$ cat config.mk
export PLATFORM = sky130hd
export DESIGN_NAME = vending_machine_param
export DESIGN_NICKNAME = d
export VERILOG_FILES = /design/src/rtl/vm_pkg.sv /design/src/rtl/tick_gen.sv /design/src/rtl/vending_machine_param.sv
export SDC_FILE = /design/constraint.sdc
export NUM_CORES = 1
export LEC_CHECK = 0
export CORE_MARGIN = 5
export CORE_UTILIZATION = 34
export DETAILED_ROUTE_END_ITERATION = 6
export PLACE_DENSITY = 0.63
export SLEW_MARGIN = 10
export SYNTH_ARGS = -nofsm -noshare
export SYNTH_HDL_FRONTEND = slang
export SYNTH_SLANG_ARGS = --single-unit
$ cat constraint.sdc
create_clock -name clk -period 3.93 [get_ports clk]
set_input_delay 0.786 -clock clk [delete_from_list [all_inputs] [get_ports clk]]
set_output_delay 0.786 -clock clk [all_outputs]
set_load 0.005 [all_outputs]
$ cat src/rtl/vm_pkg.sv
// rtl/vm_pkg.sv - shared FSM states and coin constants for the vending machine
package vm_pkg;

    typedef enum logic [1:0] {
        IDLE   = 2'd0,
        CREDIT = 2'd1,
        VEND   = 2'd2,
        CHANGE = 2'd3
    } vm_state_t;

    // One-hot coin codes as seen on the coin and change_coin buses
    localparam logic [2:0] NICKEL  = 3'b001;
    localparam logic [2:0] DIME    = 3'b010;
    localparam logic [2:0] QUARTER = 3'b100;

    // Coin values in cents
    localparam int unsigned NICKEL_VAL  = 5;
    localparam int unsigned DIME_VAL    = 10;
    localparam int unsigned QUARTER_VAL = 25;

endpackage

$ cat src/rtl/tick_gen.sv
// rtl/tick_gen.sv - one-clk tick pulse every TICK_DIV clk cycles
// Ports:
//   clk  - system clock
//   clr  - asynchronous active-high reset, restarts the count from 0
//   tick - high for one clk cycle at the end of every TICK_DIV-cycle period
module tick_gen #(
    parameter int TICK_DIV = 100000000
) (
    input  logic clk,
    input  logic clr,
    output logic tick
);

    localparam int            CW   = (TICK_DIV > 1) ? $clog2(TICK_DIV) : 1;
    localparam logic [CW-1:0] LAST = CW'(TICK_DIV - 1);

    logic [CW-1:0] r_cnt;

    // Tick is decoded from the last count value, so the first tick after clr
    // is consumed by the edge TICK_DIV cycles after release.
    assign tick = (r_cnt == LAST);

    always_ff @(posedge clk or posedge clr) begin
        if (clr) begin
            r_cnt <= '0;
        end else if (tick) begin
            r_cnt <= '0;
        end else begin
            r_cnt <= r_cnt + CW'(1);
        end
    end

endmodule

$ cat src/rtl/vending_machine_param.sv
// rtl/vending_machine_param.sv - parameterised coin-operated vending machine
// Ports:
//   clk          - system clock
//   clr          - asynchronous active-high reset
//   coin[2:0]    - one-hot coin insert: [2] quarter, [1] dime, [0] nickel
//   choice[N-1:0]- one-hot item select
//   cancel       - refund request
//   item[N-1:0]  - one-hot vend indicator
//   total        - current credit
//   cost_or_ret  - price of the selected item while short, else remaining change
//   change_coin  - one-hot coin returned this tick
//   coin_reject  - inserted coin returned this tick
//   busy         - high while vending or paying out change
module vending_machine_param
    import vm_pkg::*;
#(
    parameter int                            NUM_ITEMS  = 4,
    parameter int                            CREDIT_W   = 8,
    parameter logic [NUM_ITEMS*CREDIT_W-1:0] PRICES     = {8'd30, 8'd25, 8'd20, 8'd15},
    parameter int                            MAX_CREDIT = 95,
    parameter int                            TICK_DIV   = 100000000
) (
    input  logic                 clk,
    input  logic                 clr,
    input  logic [2:0]           coin,
    input  logic [NUM_ITEMS-1:0] choice,
    input  logic                 cancel,
    output logic [NUM_ITEMS-1:0] item,
    output logic [CREDIT_W-1:0]  total,
    output logic [CREDIT_W-1:0]  cost_or_ret,
    output logic [2:0]           change_coin,
    output logic                 coin_reject,
    output logic                 busy
);

    localparam logic [CREDIT_W-1:0] C_MAX     = CREDIT_W'(MAX_CREDIT);
    localparam logic [CREDIT_W-1:0] C_NICKEL  = CREDIT_W'(NICKEL_VAL);
    localparam logic [CREDIT_W-1:0] C_DIME    = CREDIT_W'(DIME_VAL);
    localparam logic [CREDIT_W-1:0] C_QUARTER = CREDIT_W'(QUARTER_VAL);

    // Credit plus the largest coin must never wrap the credit register.
    generate
        if ((MAX_CREDIT + 25) > ((2 ** CREDIT_W) - 1)) begin : g_credit_w_check
            $error("CREDIT_W too narrow to hold MAX_CREDIT + 25");
        end
    endgenerate

    logic                 w_tick;
    vm_state_t            r_state, w_state_n;
    logic [CREDIT_W-1:0]  r_total, w_total_n;
    logic [CREDIT_W-1:0]  r_cor, w_cor_n;
    logic [NUM_ITEMS-1:0] r_item, w_item_n;
    logic [2:0]           r_change, w_change_n;
    logic                 r_reject, w_reject_n;

    logic [CREDIT_W-1:0]  w_coin_val;
    logic [CREDIT_W-1:0]  w_sum;
    logic [CREDIT_W-1:0]  w_price;
    logic [CREDIT_W-1:0]  w_ret_val;
    logic [2:0]           w_ret_coin;
    logic                 w_coin_any;
    logic                 w_coin_fit;
    logic                 w_choice_ok;
    logic                 w_vend_pre;
    logic                 w_vend_post;

    tick_gen #(
        .TICK_DIV (TICK_DIV)
    ) u_tick_gen (
        .clk  (clk),
        .clr  (clr),
        .tick (w_tick)
    );

    // Multi-hot or empty coin decodes to zero value
    always_comb begin
        case (coin)
            NICKEL:  w_coin_val = C_NICKEL;
            DIME:    w_coin_val = C_DIME;
            QUARTER: w_coin_val = C_QUARTER;
            default: w_coin_val = '0;
        endcase
    end

    always_comb begin
        w_price = '0;
        for (int k = 0; k < NUM_ITEMS; k++) begin
            if (choice[k]) begin
                w_price = PRICES[k*CREDIT_W +: CREDIT_W];
            end
        end
    end

    // Largest coin not exceeding the outstanding change. A sub-nickel residue
    // (only possible with odd prices) is dropped so payout always terminates.
    always_comb begin
        if (r_cor >= C_QUARTER) begin
            w_ret_coin = QUARTER;
            w_ret_val  = C_QUARTER;
        end else if (r_cor >= C_DIME) begin
            w_ret_coin = DIME;
            w_ret_val  = C_DIME;
        end else if (r_cor >= C_NICKEL) begin
            w_ret_coin = NICKEL;
            w_ret_val  = C_NICKEL;
        end else begin
            w_ret_coin = '0;
            w_ret_val  = r_cor;
        end
    end

    assign w_coin_any  = |coin;
    assign w_sum       = r_total + w_coin_val;
    assign w_coin_fit  = (w_coin_val != '0) && (w_sum <= C_MAX);
    assign w_choice_ok = $onehot(choice);
    // Existing credit already covers the price: the new coin is not needed and goes back.
    assign w_vend_pre  = w_choice_ok && (r_total >= w_price);
    // Only the coin inserted this tick makes up the price: the coin is consumed.
    assign w_vend_post = w_choice_ok && w_coin_fit && (w_sum >= w_price);

    always_comb begin
        w_state_n  = r_state;
        w_total_n  = r_total;
        w_cor_n    = r_cor;
        w_item_n   = r_item;
        w_change_n = '0;
        w_reject_n = 1'b0;
        case (r_state)
            IDLE, CREDIT: begin
                if (cancel && (r_state == CREDIT) && (r_total != '0)) begin
                    w_cor_n    = r_total;
                    w_total_n  = '0;
                    w_state_n  = CHANGE;
                    w_reject_n = w_coin_any;
                end else if (w_vend_pre || w_vend_post) begin
                    w_cor_n    = (w_vend_pre ? r_total : w_sum) - w_price;
                    w_total_n  = '0;
                    w_item_n   = choice;
                    w_state_n  = VEND;
                    w_reject_n = w_vend_pre && w_coin_any;
                end else begin
                    if (w_choice_ok) begin
                        w_cor_n = w_price;
                    end
                    if (w_coin_fit) begin
                        w_total_n = w_sum;
                        w_state_n = CREDIT;
                    end else begin
                        w_reject_n = w_coin_any;
                    end
                end
            end
            VEND: begin
                w_item_n   = '0;
                w_state_n  = (r_cor != '0) ? CHANGE : IDLE;
                w_reject_n = w_coin_any;
            end
            CHANGE: begin
                w_change_n = w_ret_coin;
                w_cor_n    = r_cor - w_ret_val;
                w_reject_n = w_coin_any;
                if (r_cor == w_ret_val) begin
                    w_state_n = IDLE;
                end
            end
            default: begin
                w_state_n = IDLE;
            end
        endcase
    end

    always_ff @(posedge clk or posedge clr) begin
        if (clr) begin
            r_state  <= IDLE;
            r_total  <= '0;
            r_cor    <= '0;
            r_item   <= '0;
            r_change <= '0;
            r_reject <= 1'b0;
        end else if (w_tick) begin
            r_state  <= w_state_n;
            r_total  <= w_total_n;
            r_cor    <= w_cor_n;
            r_item   <= w_item_n;
            r_change <= w_change_n;
            r_reject <= w_reject_n;
        end
    end

    assign item        = r_item;
    assign total       = r_total;
    assign cost_or_ret = r_cor;
    assign change_coin = r_change;
    assign coin_reject = r_reject;
    assign busy        = (r_state == VEND) || (r_state == CHANGE);

endmodule

* Word level (Yosys, flattened, before mapping)
Index checks and enable logic that the tools add are counted.
** Storage, ports and cells
- Register bits :: 53
- Output and inout port bits :: 25
- Input port bits :: 10
** Cells by class
- Reductions and logical operators :: 23
- Add/subtract/negate cells :: 7
- Order comparisons :: 6
- Eq/ne operators :: 14
- Mux-type cells :: 34
** Operators by type and width (count)
- 8-bit two-way mux :: 13
- 27-bit by 1-bit adder with 27-bit output, second input constant :: 1
- 27-bit == test, second input constant :: 1
- 27-bit two-way mux :: 1
- 8-bit nonzero test :: 3
- 8-bit greater-or-equal comparator :: 2
- 8-bit case mux with 2 select lines :: 1
- 8-bit subtractor :: 2
- 5-bit case mux with 3 select lines :: 1
- 2-bit two-way mux :: 6
- 4-bit two-way mux :: 3
- 3-bit AND reduction :: 3
- 8-bit adder :: 1
- 8-bit == test :: 1
- 8-bit by 3-bit greater-or-equal comparator with 1-bit output, second input constant :: 1
- 8-bit by 4-bit greater-or-equal comparator with 1-bit output, second input constant :: 1
- 8-bit by 5-bit greater-or-equal comparator with 1-bit output, second input constant :: 1
- 8-bit by 7-bit less-or-equal comparator with 1-bit output, second input constant :: 1
- 4-bit inequality test, second input constant :: 2
- 4-bit case mux with 2 select lines :: 1
- 1-bit logical AND :: 7
- 3-bit by 1-bit == test with 1-bit output, second input constant :: 2
- 3-bit two-way mux :: 2
- 2-bit inequality test, second input constant :: 3
- 16 further kinds :: 24

* Depth between registers and ports, before layout
- Depth in word-level cells :: 11
- Mapped depth :: 19

* Cells and area by module
A second synthesis with hierarchy kept.
** Second synthesis, totals
- Cells, all modules :: 487
- Area total of the unflattened synthesis :: 4275.4 µm²
** Modules (own cells, without submodules)
- vending_machine_param :: area each 2889.0 µm², cells each 348, seq. area each 650.6 µm², times used 1
- tick_gen :: area each 1386.3 µm², cells each 139, seq. area each 675.6 µm², times used 1

* Least setup slack after synthesis
OpenSTA, ideal clock, no wires.
- Kind :: input-to-reg
- Start point :: in choice[0]
- End point :: reg r_cor[7], in the netlist cost_or_ret[7]
- Data arrival time :: 4767 ps
- Buffers on the path :: 0
- Stages on the path :: 16
- Slack :: -957 ps
- Cell sequence :: inv_1 > fa_1 > inv_1 > ha_1 > ha_1 > or3b_2 > a31oi_1 > a21oi_2 > mux2_2 > ha_1 > and3_1 > a211o_1 > mux2_2 > a21oi_1 > mux2_2 > a41o_1
** On the way
- Word-level cells in the longest chain between the ends :: 11
- Elaborated cells on any way between the ends :: 20
** RTL lines
- start: declaration :: RTL line vending_machine_param.sv:26 : input logic [NUM_ITEMS-1:0] choice,
- 4-bit two-way mux :: RTL line vending_machine_param.sv:88 : if (choice[k]) begin
- 8-bit two-way mux (3 in a row) :: RTL line vending_machine_param.sv:88
- 8-bit greater-or-equal comparator :: RTL line vending_machine_param.sv:117 : assign w_vend_pre = w_choice_ok && (r_total >= w_price);
- 1-bit logical AND :: RTL line vending_machine_param.sv:117
- 8-bit two-way mux :: RTL line vending_machine_param.sv:136 : w_cor_n = (w_vend_pre ? r_total : w_sum) - w_price;
- 8-bit subtractor :: RTL line vending_machine_param.sv:136
- 8-bit two-way mux :: RTL line vending_machine_param.sv:135 : end else if (w_vend_pre || w_vend_post) begin
- 8-bit two-way mux :: RTL line vending_machine_param.sv:130 : if (cancel && (r_state == CREDIT) && (r_total != '0)) begin
- 8-bit case mux with 2 select lines :: RTL line vending_machine_param.sv:128 : case (r_state)
- end signal: assignment :: RTL line vending_machine_param.sv:183 : r_cor <= w_cor_n;
- end: declaration :: RTL line vending_machine_param.sv:51 : logic [CREDIT_W-1:0] r_cor, w_cor_n;
Parallel ways exist; a longest one is shown, timed or not.
A chain may end at the register's enable or synchronous reset.

* Worst setup path in the final report
- Start point :: in choice[3]
- End point :: reg r_cor[6], in the netlist cost_or_ret[6]
** On the way
- Word-level cells in the longest chain between the ends :: 9
- Elaborated cells on any way between the ends :: 18
** RTL lines
- 1-bit by 1-bit adder with 2-bit output (not written as such) :: RTL line vending_machine_param.sv:115 : assign w_choice_ok = $onehot(choice);
- 2-bit by 2-bit adder with 3-bit output (not written as such) :: RTL line vending_machine_param.sv:115
- 3-bit by 1-bit == test with 1-bit output :: RTL line vending_machine_param.sv:115
- 1-bit logical AND (on tied branches) :: RTL line vending_machine_param.sv:117, vending_machine_param.sv:119
- 8-bit two-way mux / 1-bit logical AND (equally long branches) :: RTL line vending_machine_param.sv:136, vending_machine_param.sv:119
- 8-bit subtractor / 1-bit logical OR (equally long branches) :: RTL line vending_machine_param.sv:136, vending_machine_param.sv:135
- 8-bit two-way mux :: RTL line vending_machine_param.sv:135
- 8-bit two-way mux :: RTL line vending_machine_param.sv:130
- 8-bit case mux with 2 select lines :: RTL line vending_machine_param.sv:128
Parallel ways exist; a longest one is shown, timed or not. The select of a mux whose other input is x is not followed.

==> out/results.ini <==
[outcome]
outcome = finished, violations left
violations = setup timing

[placed_design]
hpwl_mm = 9.51
io_buffers = 34
place_inst = 780
place.gp.congestion = 0.892

[critical_path]
cp-start-kind = input pin
worstPathRequired_ns = 4.14
worstSetupStartpoint = choice[3]
path_buf_inv = 4
critPathSlowestCell = fa_1
max_stage_delay_ns = 0.54
crit_arrival_ns = 4.56
reg2reg_from = total[0]$_DFFE_PP0P_
worst-path-max-fanout = 6
crit_family = adder cells
crit_path_end_kind = flop
path_cells = buf_8, inv_8, fa_1, inv_2, ha_4, ha_4, or3b_4, a31oi_4, a21oi_4, buf_6, a21oi_2, ha_2, fa_2, nor2b_2, o31a_1, or4_4, a21oi_2, a31oi_1, or3_1, a31oi_1
crit_type = input pin to flop

[clock_tree]
cts_tree = built
cts_hold_buf = 0
clk_latency_ns = 0.30
path_clk_slew_ns = 0.07
numCtsBuffers = 5
clock-sinks = 53
cts_max_path_buffers = 2
htreeDepth = 2
cts-root-buf = clkbuf_16

[synth]
synth_compound_area_share_pct = 18.3
synth.top_cells.by_count = nor2_1, nand2_1, dfrtp_1
synth_seq_area_share_pct = 31.0
ys_types = 71
synthMostInstantiatedCell = nor2_1
synth-xor-area-share_pct = 6.97
netlist_instances = 510
synth_warnings = 0
synthAdderAreaFrac_pct = 11.2
synth-edff-count = 0
synth_ff_type = dfrtp_1
yosys-top-cells-area = dfrtp_1, ha_1, nor2_1
synth_mux_area_share_pct = 1.29
yosysTopAreaCellShare_pct = 31.0
syn_area_sq_um = 4280
postSynth.asyncResetShare_pct = 100
synth_top_area_cell = dfrtp_1
synthSimpleGateAreaFrac_pct = 27.2
synth_top_family_by_area = simple AND/OR/NAND/NOR gates
ys_seq_elements = 53
postSynthAreaPerCell_sq_um = 8.38

[finish]
fillers = 1188
final_nets = 677
stdcell_count = 804
diodes = 0
layout-drive-gt1-share_pct = 25.5
synthToLayoutAreaGrowth_pct = 37.3

[die]
die_w_microns = 122
boundaryPins = 35
core_area_sq_um = 12500
dieArea_sq_um = 14900
die_y_microns = 122
start_util_pct = 34.3
fp-row-count = 41

[detailed_routing]
drtIter0Drc = 221
viasPerCell = 5.27
post_drt_wl_per_cell_microns = 15.0
antenna_left = 0
drc = 0
wl_mm = 12.1
num_vias = 4237
drtPass1Iterations = 5

[hold_path]
holdCritPathClass = flop to flop
worstHoldStart = change_coin[2]$_DFFE_PP0N_

[grt]
grt_pass1_vias = 4299
grt_pass1_wl_mm = 20.3
gr-usage-all-layers_pct = 16.7
grt_max_degree = 29
grt_overflow_total = 0
antenna_found_initial = 0

[timing]
final_max_slew_viol_count = 0
clock_skew_ns = 0.00893
rsz0062_at_grt = yes
relSlewSlack_pct = 60.3
layout_setup_ws_ns = -0.415
worstMarginPinSlew_ns = 0.595
min_period_ns = 4.34
setup_viol = 4
final_hold_viol_count = 0
max_freq_mhz = 230
fin_crit_sh_pct = 111

[pwr]
p_per_area_nw_per_um2 = 215
p_leak_nw = 2.74
power.total_mw = 1.26
peakVddDrop_v = 0.000170

[run]
drv_cap = 0

==> worst min-delay path: cells and delay by family, from the launching register on <==
family	cells	cell delay, ns
AO/OA/AOI/OAI	1	0.05
flip-flops	1	0.34
AND/OR/NAND/NOR	1	0.05
==> layout make-up <==
cell class | instances | area [sq um] | area share [%]
Clock buffer | 6 | 129 | 2.20
Timing Repair Buffer | 128 | 1040 | 17.8
Sequential cell | 53 | 1330 | 22.6
Multi-Input combinational cell | 416 | 3030 | 51.7
Clock inverter | 2 | 13.8 | 0.235
Tap cell | 172 | 215 | 3.67
Inverter | 27 | 109 | 1.86
==> registers in the layout, summed over array words and instances, names as in the netlist <==
register,count
u_tick_gen.r_cnt,27
coin_reject,1
r_state,2
total,8
item,4
cost_or_ret,8
change_coin,3
==> routing by layer <==
layer	routed length (microns)	vias up	track usage [%]
met1	5190	2069	20.1
met2	6450	71	31.3
li1	-	2083	-
met3	296	14	2.14
met4	158	0	4.41
met5	0	-	0
==> worst paths after layout <==
path	to	depth (start not counted)	slack (ns)
worst max register to register	cost_or_ret[7]$_DFFE_PP0P_	15	0.27
min in group asynchronous	item[1]$_DFFE_PP0P_	2	0.88
max in group asynchronous	u_tick_gen.r_cnt[6]$_DFF_PP0_	3	2.43
worst min register to register	change_coin[2]$_DFFE_PP0N_	2	0.48
worst min-delay path	change_coin[2]$_DFFE_PP0N_	2	0.48
worst max-delay path	cost_or_ret[6]$_DFFE_PP0P_	20	-0.41
==> per-stage QoR <==
stage	TNS [ns]	cell area [sq um]	hold slack [ns]	setup WS, ns	utilization (%)
after floorplan	-1.41	4380	0.455	-0.548	-
after global placement	-13.85	5450	0.464	-1.19	43.8
after detailed placement	-14.69	5450	0.469	-1.27	43.8
after CTS	-1.27	5770	0.485	-0.505	46.3
after global routing	-1.78	5870	0.504	-0.536	47.1
final	-1.01	5870	0.479	-0.415	47.1
==> kinds of logic after synthesis <==
| kind of cell | after synthesis |
|---|---|
| xor+xnor | 34 |
| buf+inv | 42 |
| compound gates | 113 |
| other cells | 1 |
| mux | 5 |
| simple gates | 226 |
| flops | 53 |
| fa+ha+maj | 36 |
==> placed cells by master (no fill, tap or decap), types with 5 or more instances in the layout <==
cell / synthesis / final
inv_1: 27 / 22
a21oi_1: 18 / 13
clkbuf_16: 0 / 5
nor3_1: 14 / 14
nand2_1: 55 / 55
nor2_1: 60 / 58
a31oi_1: 6 / 5
a21o_1: 8 / 8
o21ai_0: 25 / 22
buf_4: 1 / 90
o21a_1: 5 / 5
a21oi_2: 3 / 5
nor4_1: 6 / 6
nand4_1: 10 / 10
xnor2_1: 15 / 12
ha_1: 32 / 25
a22o_1: 9 / 9
and2_1: 6 / 6
nand3_1: 19 / 19
xor2_1: 19 / 18
dfrtp_1: 53 / 53
clkdlybuf4s50_1: 0 / 27
nor2b_1: 12 / 10
or3_1: 8 / 8
nand2b_1: 6 / 6
ha_4: 0 / 6
==> power breakdown <==
group	internal (mW)	leakage (nW)	switching, mW
clock	0.238	0.0712	0.207
sequential	0.551	0.715	0.00563
combinational	0.133	1.96	0.129
total	0.922	2.74	0.342
==> timing repair <==
| item | CTS | global route |
|---|---|---|
| gates resized for setup | 47 | 19 |
| pin swaps | 23 | 18 |
| setup endpoints to repair | 21 | 21 |
| setup buffers | 11 | 5 |
Note: power is estimated with default switching activity, not from simulation.
